<file path="config.mk">
export PLATFORM = sky130hd
export DESIGN_NAME = serial_frame_ctrl
export DESIGN_NICKNAME = d
export VERILOG_FILES = /design/src/rtl/serial_frame_ctrl.sv
export SDC_FILE = /design/constraint.sdc
export NUM_CORES = 1
export LEC_CHECK = 0
export CAP_MARGIN = 20
export CORE_ASPECT_RATIO = 0.9
export CORE_UTILIZATION = 54
export CTS_CLUSTER_SIZE = 28
export DETAILED_ROUTE_END_ITERATION = 8
export PLACE_DENSITY_LB_ADDON = 0.05
export SYNTH_ARGS = -nofsm -noshare
export SYNTH_HDL_FRONTEND = slang
export SYNTH_SLANG_ARGS = --single-unit
export TNS_END_PERCENT = 10
</file>
<file path="constraint.sdc">
create_clock -name sysclk_i -period 5.4 [get_ports sysclk_i]
set_input_delay 1.08 -clock sysclk_i [delete_from_list [all_inputs] [get_ports sysclk_i]]
set_output_delay 1.08 -clock sysclk_i [all_outputs]
set_load 0.1 [all_outputs]
</file>
<file path="src/rtl/serial_frame_ctrl.sv">
// -----------------------------------------------------------------------------
// serial_frame_ctrl
//
// Sequencer for the serial-in / RAM / serial-out datapath. In load mode it
// writes words arriving from the deserializer into consecutive RAM addresses.
// On a send request it reads the stored frame back in order and hands each
// word to the serializer with a start/busy handshake.
//
// Optional build macro:
//   LOOP_SEND_EN - when defined, holding send high retransmits the stored frame
//                  continuously. Dropping send finishes the current pass and
//                  then returns to idle.
//
// Parameters:
//   ADDR_W - RAM address width. The frame holds up to 2^ADDR_W words.
//   DATA_W - word width.
//   RD_LAT - RAM read latency in clock cycles (1..3).
//
// Ports:
//   sysclk_i       system clock; all logic runs on the rising edge
//   reset_i        synchronous reset, active low
//   write_i        level; high requests load mode
//   send_i         level; a rising edge requests transmission of the frame
//   rx_valid_i     one-cycle strobe: rx_word_i holds a complete word
//   rx_word_i      word from the deserializer
//   ram_we_o       RAM write enable
//   ram_addr_o     RAM address
//   ram_wdata_o    RAM write data
//   ram_rdata_i    RAM read data, valid RD_LAT cycles after ram_addr_o
//   tx_data_o      word to the serializer, held stable during transmission
//   tx_start_o     one-cycle start pulse to the serializer
//   tx_busy_i      serializer busy
//   word_count_o   number of words stored (0..2^ADDR_W)
//   overflow_o     sticky: a word arrived while the RAM was full
//   done_o         one-cycle pulse after the last word has been transmitted
//   active_o       high in every state except idle
// -----------------------------------------------------------------------------
module serial_frame_ctrl #(
  parameter int ADDR_W = 8,
  parameter int DATA_W = 16,
  parameter int RD_LAT = 1
) (
  input  logic              sysclk_i,
  input  logic              reset_i,
  input  logic              write_i,
  input  logic              send_i,
  input  logic              rx_valid_i,
  input  logic [DATA_W-1:0] rx_word_i,
  output logic              ram_we_o,
  output logic [ADDR_W-1:0] ram_addr_o,
  output logic [DATA_W-1:0] ram_wdata_o,
  input  logic [DATA_W-1:0] ram_rdata_i,
  output logic [DATA_W-1:0] tx_data_o,
  output logic              tx_start_o,
  input  logic              tx_busy_i,
  output logic [ADDR_W:0]   word_count_o,
  output logic              overflow_o,
  output logic              done_o,
  output logic              active_o
);

  typedef enum logic [2:0] {
    S_IDLE,
    S_LOAD,
    S_RD_WAIT,
    S_TX_START,
    S_TX_WAIT,
    S_DONE
  } state_e;

  // Word counts carry one extra bit so that a completely full RAM
  // (2^ADDR_W words) is representable.
  localparam logic [ADDR_W:0] CAPACITY = {1'b1, {ADDR_W{1'b0}}};
  localparam logic [ADDR_W:0] ONE      = {{ADDR_W{1'b0}}, 1'b1};
  // RD_WAIT lasts RD_LAT+1 cycles: one cycle for the address register to
  // reach the RAM, then RD_LAT cycles of read latency.
  localparam logic [1:0]      LAT_LAST = 2'(RD_LAT);

  state_e              state_q;
  logic                send_q;
  logic [ADDR_W:0]     wr_ptr_q;
  logic [ADDR_W:0]     rd_ptr_q;
  logic [ADDR_W:0]     word_count_q;
  logic [1:0]          lat_cnt_q;
  logic                busy_seen_q;
  logic [DATA_W-1:0]   tx_data_q;
  logic [ADDR_W-1:0]   ram_addr_q;
  logic [DATA_W-1:0]   ram_wdata_q;
  logic                ram_we_q;
  logic                tx_start_q;
  logic                done_q;
  logic                overflow_q;
  logic                active_q;

  logic                send_edge;
  logic                full;
  logic [ADDR_W:0]     rd_ptr_inc;

  assign send_edge  = send_i & ~send_q;
  assign full       = (wr_ptr_q == CAPACITY);
  assign rd_ptr_inc = rd_ptr_q + ONE;

  always_ff @(posedge sysclk_i) begin
    if (!reset_i) begin
      state_q      <= S_IDLE;
      send_q       <= 1'b0;
      wr_ptr_q     <= '0;
      rd_ptr_q     <= '0;
      word_count_q <= '0;
      lat_cnt_q    <= '0;
      busy_seen_q  <= 1'b0;
      tx_data_q    <= '0;
      ram_addr_q   <= '0;
      ram_wdata_q  <= '0;
      ram_we_q     <= 1'b0;
      tx_start_q   <= 1'b0;
      done_q       <= 1'b0;
      overflow_q   <= 1'b0;
      active_q     <= 1'b0;
    end else begin
      send_q     <= send_i;
      // Single-cycle strobes fall back to zero unless re-asserted below.
      ram_we_q   <= 1'b0;
      tx_start_q <= 1'b0;
      done_q     <= 1'b0;

      unique case (state_q)
        S_IDLE: begin
          // write has priority; a simultaneous send edge is discarded.
          if (write_i) begin
            state_q      <= S_LOAD;
            wr_ptr_q     <= '0;
            word_count_q <= '0;
            overflow_q   <= 1'b0;
            active_q     <= 1'b1;
          end else if (send_edge && (word_count_q != '0)) begin
            state_q    <= S_RD_WAIT;
            rd_ptr_q   <= '0;
            ram_addr_q <= '0;
            lat_cnt_q  <= '0;
            active_q   <= 1'b1;
          end
        end

        S_LOAD: begin
          // A strobe in the same cycle that write drops is still stored.
          if (rx_valid_i) begin
            if (!full) begin
              ram_we_q     <= 1'b1;
              ram_addr_q   <= wr_ptr_q[ADDR_W-1:0];
              ram_wdata_q  <= rx_word_i;
              wr_ptr_q     <= wr_ptr_q + ONE;
              word_count_q <= word_count_q + ONE;
            end else begin
              overflow_q <= 1'b1;
            end
          end
          if (!write_i) begin
            state_q  <= S_IDLE;
            active_q <= 1'b0;
          end
        end

        S_RD_WAIT: begin
          if (lat_cnt_q == LAT_LAST) begin
            tx_data_q  <= ram_rdata_i;
            tx_start_q <= 1'b1;
            state_q    <= S_TX_START;
          end else begin
            lat_cnt_q <= lat_cnt_q + 2'd1;
          end
        end

        S_TX_START: begin
          busy_seen_q <= 1'b0;
          state_q     <= S_TX_WAIT;
        end

        S_TX_WAIT: begin
          // Completion is the falling edge of busy after it has been seen
          // high, so a serializer that is slow to raise busy is not mistaken
          // for one that has already finished.
          if (tx_busy_i) begin
            busy_seen_q <= 1'b1;
          end else if (busy_seen_q) begin
            if (rd_ptr_inc == word_count_q) begin
              // rd_ptr stays on the last word; it is reloaded on the next send.
              done_q  <= 1'b1;
              state_q <= S_DONE;
            end else begin
              rd_ptr_q   <= rd_ptr_inc;
              ram_addr_q <= rd_ptr_inc[ADDR_W-1:0];
              lat_cnt_q  <= '0;
              state_q    <= S_RD_WAIT;
            end
          end
        end

        S_DONE: begin
`ifdef LOOP_SEND_EN
          if (send_i) begin
            state_q    <= S_RD_WAIT;
            rd_ptr_q   <= '0;
            ram_addr_q <= '0;
            lat_cnt_q  <= '0;
          end else begin
            state_q  <= S_IDLE;
            active_q <= 1'b0;
          end
`else
          state_q  <= S_IDLE;
          active_q <= 1'b0;
`endif
        end

        default: begin
          state_q  <= S_IDLE;
          active_q <= 1'b0;
        end
      endcase
    end
  end

  assign ram_we_o     = ram_we_q;
  assign ram_addr_o   = ram_addr_q;
  assign ram_wdata_o  = ram_wdata_q;
  assign tx_data_o    = tx_data_q;
  assign tx_start_o   = tx_start_q;
  assign word_count_o = word_count_q;
  assign overflow_o   = overflow_q;
  assign done_o       = done_q;
  assign active_o     = active_q;

endmodule

</file>
==> results of run 1 <==
==> cell type report <==
type,instances,area [um2],area share
tap,90,113,0.0226
sequential,79,1580,0.317
inverter,16,60.1,0.0120
clock buffer,11,151,0.0303
timing repair buffer,93,926,0.186
multi-input combinational,332,2110,0.422
clock inverter,4,53.8,0.0108
==> worst max-delay path, stage by stage <==
cell             delay (ns)
clkdlybuf4s50_1        0.86
inv_2                  0.78
a21o_1                 0.47
nor2_1                 0.08
mux2_1                 0.31
==> worst max-delay path by stage <==
stage                    startpoint  slack (ns)            end
finish                      reset_i        2.03    wr_ptr_q[5]
global route                reset_i        1.79    wr_ptr_q[5]
CTS                         reset_i        2.02    wr_ptr_q[5]
detailed placement          reset_i        1.64    wr_ptr_q[5]
global placement            reset_i        1.70    wr_ptr_q[5]
floorplan           word_count_o[0]        2.64  ram_addr_o[0]
==> placed cells by master, fill, tap and decap left out, types with 3 or more instances in the layout <==
master / n
xnor2_1: 15
xor2_1: 8
a21o_1: 4
clkbuf_8: 11
inv_1: 14
clkdlybuf4s50_1: 91
xnor3_1: 3
nand4_1: 8
and2_1: 9
and3_1: 6
nand2_1: 74
nor3_1: 8
dfxtp_1: 79
or3_1: 3
o311ai_1: 5
o21ai_0: 18
o31ai_1: 7
ha_1: 6
nor2_1: 49
mux2i_1: 25
nand3_1: 9
a21oi_1: 34
o22ai_1: 3
==> sequential cells by signal, indices dropped and copies added (netlist names) <==
name / cells
wr_ptr_q: 9
send_q: 1
tx_start_o: 1
done_o: 1
rd_ptr_q: 9
word_count_o: 9
ram_wdata_o: 16
ram_addr_o: 8
busy_seen_q: 1
active_o: 1
ram_we_o: 1
state_q: 3
lat_cnt_q: 2
tx_data_o: 16
overflow_o: 1
==> cells by family after synthesis <==
group / after synthesis / share of synthesized area
buffers and inverters: 41 / 0.0454
AOI/OAI and AO/OA: 92 / 0.156
DFF: 79 / 0.410
adders and majority gates: 6 / 0.0195
xor gates and xnor gates: 26 / 0.0697
and+or+nand+nor: 181 / 0.229
muxes: 27 / 0.0707
==> power groups by stage <==
stage / clock network [mW] / registers (mW) / logic (mW)
2_1_floorplan: 0 / 0.633 / 0.0397
3_3_place_gp: 0 / 0.605 / 0.108
3_5_place_dp: 0 / 0.605 / 0.110
4_1_cts: 0.462 / 0.591 / 0.110
5_1_grt: 0.488 / 0.592 / 0.117
6_report: 0.455 / 0.591 / 0.110
==> metal layers <==
layer	GRT usage	up-vias	part of all wire
met5	0	-	0
met4	0.0762	0	0.016
met3	0.0549	19	0.058
met2	0.410	113	0.47
met1	0.337	1603	0.46
li1	-	1726	-
==> metrics.yaml, run 1 <==
r2r_setup_slack_ns: 2.74
fin_crit_sh: 0.624
yosysWarnings: 0
p_leak_nw: 1.78
wirelength_um: 9320
cts_made_buffers: 9
cts_hold_buf: 0
final_cell_count_no_fill: 625
num_antenna_cells: 0
clock_path_buffers: 2
ir_drop_mv: 0.177
whs_ns: 0.450
seq_power_share: 0.511
cts_tree: "built"
start_util: 0.574
timing.final.ws_setup_ns: 2.03
intPower_mw: 0.869
first_iter_violations: 228
grt_max_degree: 46
hpwlAfterDp_um: 6710
required_ns: 5.64
worst_pin_slew_ns: 1.00
synth_edf_count: 0
die_h_um: 82.2
r2r_cells: 8
cp_data_arrival_time_ns: 3.61
nNetsFinal: 575
drc: 0
drtPass1Iterations: 4
switching_share: 0.249
die_width_um: 91.1
setup_viol: 0
finalClockSkew_ns: 0.00905
switchingPower_mw: 0.288
grt_pass1_vias: 3053
port_buffers: 91
critPathCaptureType: "register"
place_ws_ns: 1.64
place_inst: 610
post_cts.resized_instances: 0
synth_seq_area_share: 0.410
drive_gt1_frac: 0.0636
hold_path.class: "reg2reg"
syn-mean-instance-area_um2: 8.54
status: "complete, no violations"
pwr-share-clk: 0.394
antenna_found_initial: 0
min_to: "active_o"
async_reset_ff_frac: 0
cts_setup_buffers: 0
setup_tns_ns: 0
cts_root_buf: "clkbuf_8"
area_delta_synth_final_pct: 29.3
p_total_mw: 1.16
slew_viol_final: 0
grt.overflow.total: 0
grt_use_total: 0.251
hold_depth: 2
synthFlopType: "dfxtp_1"
synth_top_area_cell: "dfxtp_1"
wire_per_inst_um: 14.9
clk_pin_slew_worst_paths_ns: 0.08
slew_headroom: 0.329
yosysMostFrequentCell: "dfxtp_1"
ys_top_cells_by_count: "dfxtp_1, nand2_1, nor2_1"
power_density_mw_per_mm2: 232
vias: 3461
rr_startpoint: "wr_ptr_q[0]"
ios: 92
fin_util: 0.742
ys_types: 53
maxCapViolations: 0
min_from: "active_o"
stdcell_area_mm2: 0.00499
nFillCells: 526
synthDominantCellAreaShare: 0.410
fp-row-count: 28
cts_sinks: 79
fmax_mhz: 297
antenna_left: 0
r2r_end: "wr_ptr_q[5]"
htree_levels: 3
finalHoldViolCount: 0
gp_congestion: 0.887
rsz0062_at_grt: "no"
coreArea_mm2: 0.00673
startpoint_type: "primary input"
vias_per_cell: 5.54
grt_pass1_wl_um: 14800
p_comb_frac: 0.095
min_period_ns: 3.37
worstSetupPathType: "in2reg"
die-area_mm2: 0.00749
worstSkewPairLatency_ns: 0.35
placed_cell_area_mm2: 0.00479
synth_cells: 452
syn_nets: 496
ys_seq_elements: 79
syn_area_mm2: 0.00386
synthTopCellsByArea: "dfxtp_1, nand2_1, mux2i_1"
crit_fanout: 45
No activity file was read; power rests on OpenSTA's default activity.
==> run 2, diff against run 1 <==
--- a/config.mk
+++ b/config.mk
@@ -7,7 +7,7 @@
 export LEC_CHECK = 0
 export CAP_MARGIN = 20
 export CORE_ASPECT_RATIO = 0.9
-export CORE_UTILIZATION = 54
+export CORE_UTILIZATION = 45
 export CTS_CLUSTER_SIZE = 28
 export DETAILED_ROUTE_END_ITERATION = 8
 export PLACE_DENSITY_LB_ADDON = 0.05
==> constraint.sdc (replaced) <==
create_clock -name sysclk_i -period 3.05 [get_ports sysclk_i]
set_input_delay 0.61 -clock sysclk_i [delete_from_list [all_inputs] [get_ports sysclk_i]]
set_output_delay 0.61 -clock sysclk_i [all_outputs]
set_load 0.1 [all_outputs]
==> run 2 against run 1 <==
- power grew 71%
- clock power grew 60%
- first-iteration DRC count decreased by 2.2%
- largest power group unchanged
- count of clock-buffer cells in the layout stayed put
==> metrics.yaml, run 2 (synthesized netlist as in run 1, its figures left out) <==
cts_sinks: 79  # unchanged
hpwlAfterDp_um: 6810  # +1.4%
grt_use_total: 0.208  # -0.0424
cp_data_arrival_time_ns: 2.68  # -0.93 ns
die_h_um: 89.9  # +9.3%
clk_pin_slew_worst_paths_ns: 0.09  # about the same
seq_power_share: 0.530  # +0.019
worst_pin_slew_ns: 0.631  # -0.372 ns
nFillCells: 747  # +42%
crit_fanout: 8  # -82%
gp_congestion: 0.857  # -3.4%
worstSetupPathType: "reg2reg"
grt_pass1_wl_um: 14800  # about the same
slew_viol_final: 0  # unchanged
first_iter_violations: 223  # -2.2%
rsz0062_at_grt: "no"
worstSkewPairLatency_ns: 0.35  # about the same
ir_drop_mv: 0.306  # +73%
vias_per_cell: 5.16  # -6.8%
hold_path.class: "reg2reg"
cp_slowest_stage_delay_ns: 0.51  # -0.35 ns
status: "complete, no violations"
post_cts.resized_instances: 0  # unchanged
cts_setup_buffers: 0  # unchanged
wire_per_inst_um: 13.7  # -8.4%
grt.overflow.total: 0  # unchanged
r2r_cells: 9  # +1
num_antenna_cells: 0  # unchanged
finalHoldViolCount: 0  # unchanged
critPathTopFamily: "simple AND/OR/NAND/NOR gates"
grt_pass1_vias: 3010  # -1.4%
grt_max_degree: 26  # -43%
fmax_mhz: 418
wirelength_um: 8990  # -3.6%
fin_util: 0.601  # -0.141
die-area_mm2: 0.00895  # +20%
critPathCaptureType: "register"
antenna_found_initial: 0  # unchanged
crit_slowest_cell: "nor3_4"
startpoint_type: "register"
worstPathCellList: "buf_4, inv_1, ha_1, nor4b_4, a2111oi_2, o31ai_4, a211oi_2, nor3_4, mux2i_1"
drtPass1Iterations: 4  # unchanged
cts_tree: "built"
start_util: 0.471  # -0.102
final_cell_mix: "dfxtp_1, nand2_1, buf_4"
vias: 3397  # -1.8%
setup_tns_ns: 0  # unchanged
drive_gt1_frac: 0.175  # +0.111
p_comb_frac: 0.101  # +0.006
pwr-share-clk: 0.369  # -0.025
setup_viol: 0  # unchanged
nNetsFinal: 582  # +1.2%
timing.critical_path.buf_inv: 2  # unchanged
min_period_ns: 2.39
intPower_mw: 1.44  # +66%
htree_levels: 3  # unchanged
clock_path_buffers: 2  # unchanged
cts_root_buf: "clkbuf_8"
die_width_um: 99.6  # +9.3%
coreArea_mm2: 0.00818  # +22%
switching_share: 0.268  # +0.0196
slew_headroom: 0.578  # +0.249
cts_made_buffers: 9  # unchanged
antenna_left: 0  # unchanged
required_ns: 3.33  # -2.31 ns
fp-row-count: 31  # +11%
cts_hold_buf: 0  # unchanged
cp.depth: 9  # +4
port_buffers: 91  # unchanged
maxCapViolations: 0  # unchanged
p_total_mw: 1.97  # +71%
area_delta_synth_final_pct: 27.4
finalClockSkew_ns: 0.00994  # +0.000888 ns
drc: 0  # unchanged
layout.cells.most_common: "dfxtp_1"
p_leak_nw: 1.91  # +7.5%
power_density_mw_per_mm2: 401  # +73%
fin_crit_sh: 0.784
switchingPower_mw: 0.530  # +84%
hold_depth: 2  # unchanged
ios: 92  # unchanged
-- run 2: cell types whose count changed in the layout (fill, tap and decap cells not counted) --
cell	before	now
clkinv_4	0	2
clkbuf_1	0	1
clkdlybuf4s50_1	91	37
clkbuf_8	11	10
bufinv_16	1	0
buf_4	2	63
-- run 2: tightest hold or removal path, delay by kind of cell (launching register included) --
kind | cells | cell delay [ns]
buffers and inverters | 1 | 0.05
AOI/OAI and AO/OA | 1 | 0.05
DFF | 1 | 0.32
-- run 2: metal layers --
layer | up-vias | GRT usage | share of wire
met1 | 1569 | 0.296 | 0.50
met3 | 11 | 0.0521 | 0.059
met4 | 0 | 0.0772 | 0.014
met2 | 89 | 0.303 | 0.43
li1 | 1728 | - | -
met5 | - | 0 | 0
-- run 2: worst paths after layout --
check	slack, ns	startpoint	end
setup / recovery	0.66	word_count_o[0]	ram_addr_o[5]
hold / removal	0.46	active_o	active_o
setup reg to reg	0.66	word_count_o[0]	ram_addr_o[5]
hold reg to reg	0.46	active_o	active_o
-- run 2: cell type report --
class / instances / area, um2 / area share
inverter: 16 / 60.1 / 0.0122
clock buffer: 11 / 141 / 0.0288
clock inverter: 5 / 41.3 / 0.00840
tap: 115 / 144 / 0.0293
multi-input combinational: 332 / 2110 / 0.428
sequential: 79 / 1580 / 0.322
timing repair buffer: 100 / 843 / 0.172
-- run 2: power by group through the flow --
stage | Combinational (mW) | Clock, mW | Sequential (mW)
finish | 0.199 | 0.728 | 1.05
global route | 0.213 | 0.803 | 1.05
CTS | 0.200 | 0.755 | 1.05
detailed placement | 0.199 | 0 | 1.07
global placement | 0.198 | 0 | 1.07
floorplan | 0.0703 | 0 | 1.12
-- run 2: stage by stage --
stage	hold slack [ns]	worst slack [ns]	instances	area, um2
finish	0.456	0.658	658	4920
global route	0.474	0.507	658	4920
CTS	0.460	0.623	658	4920
detailed placement	0.449	0.374	642	4730
global placement	0.442	0.429	642	4730
floorplan	0.429	0.293	452	3860
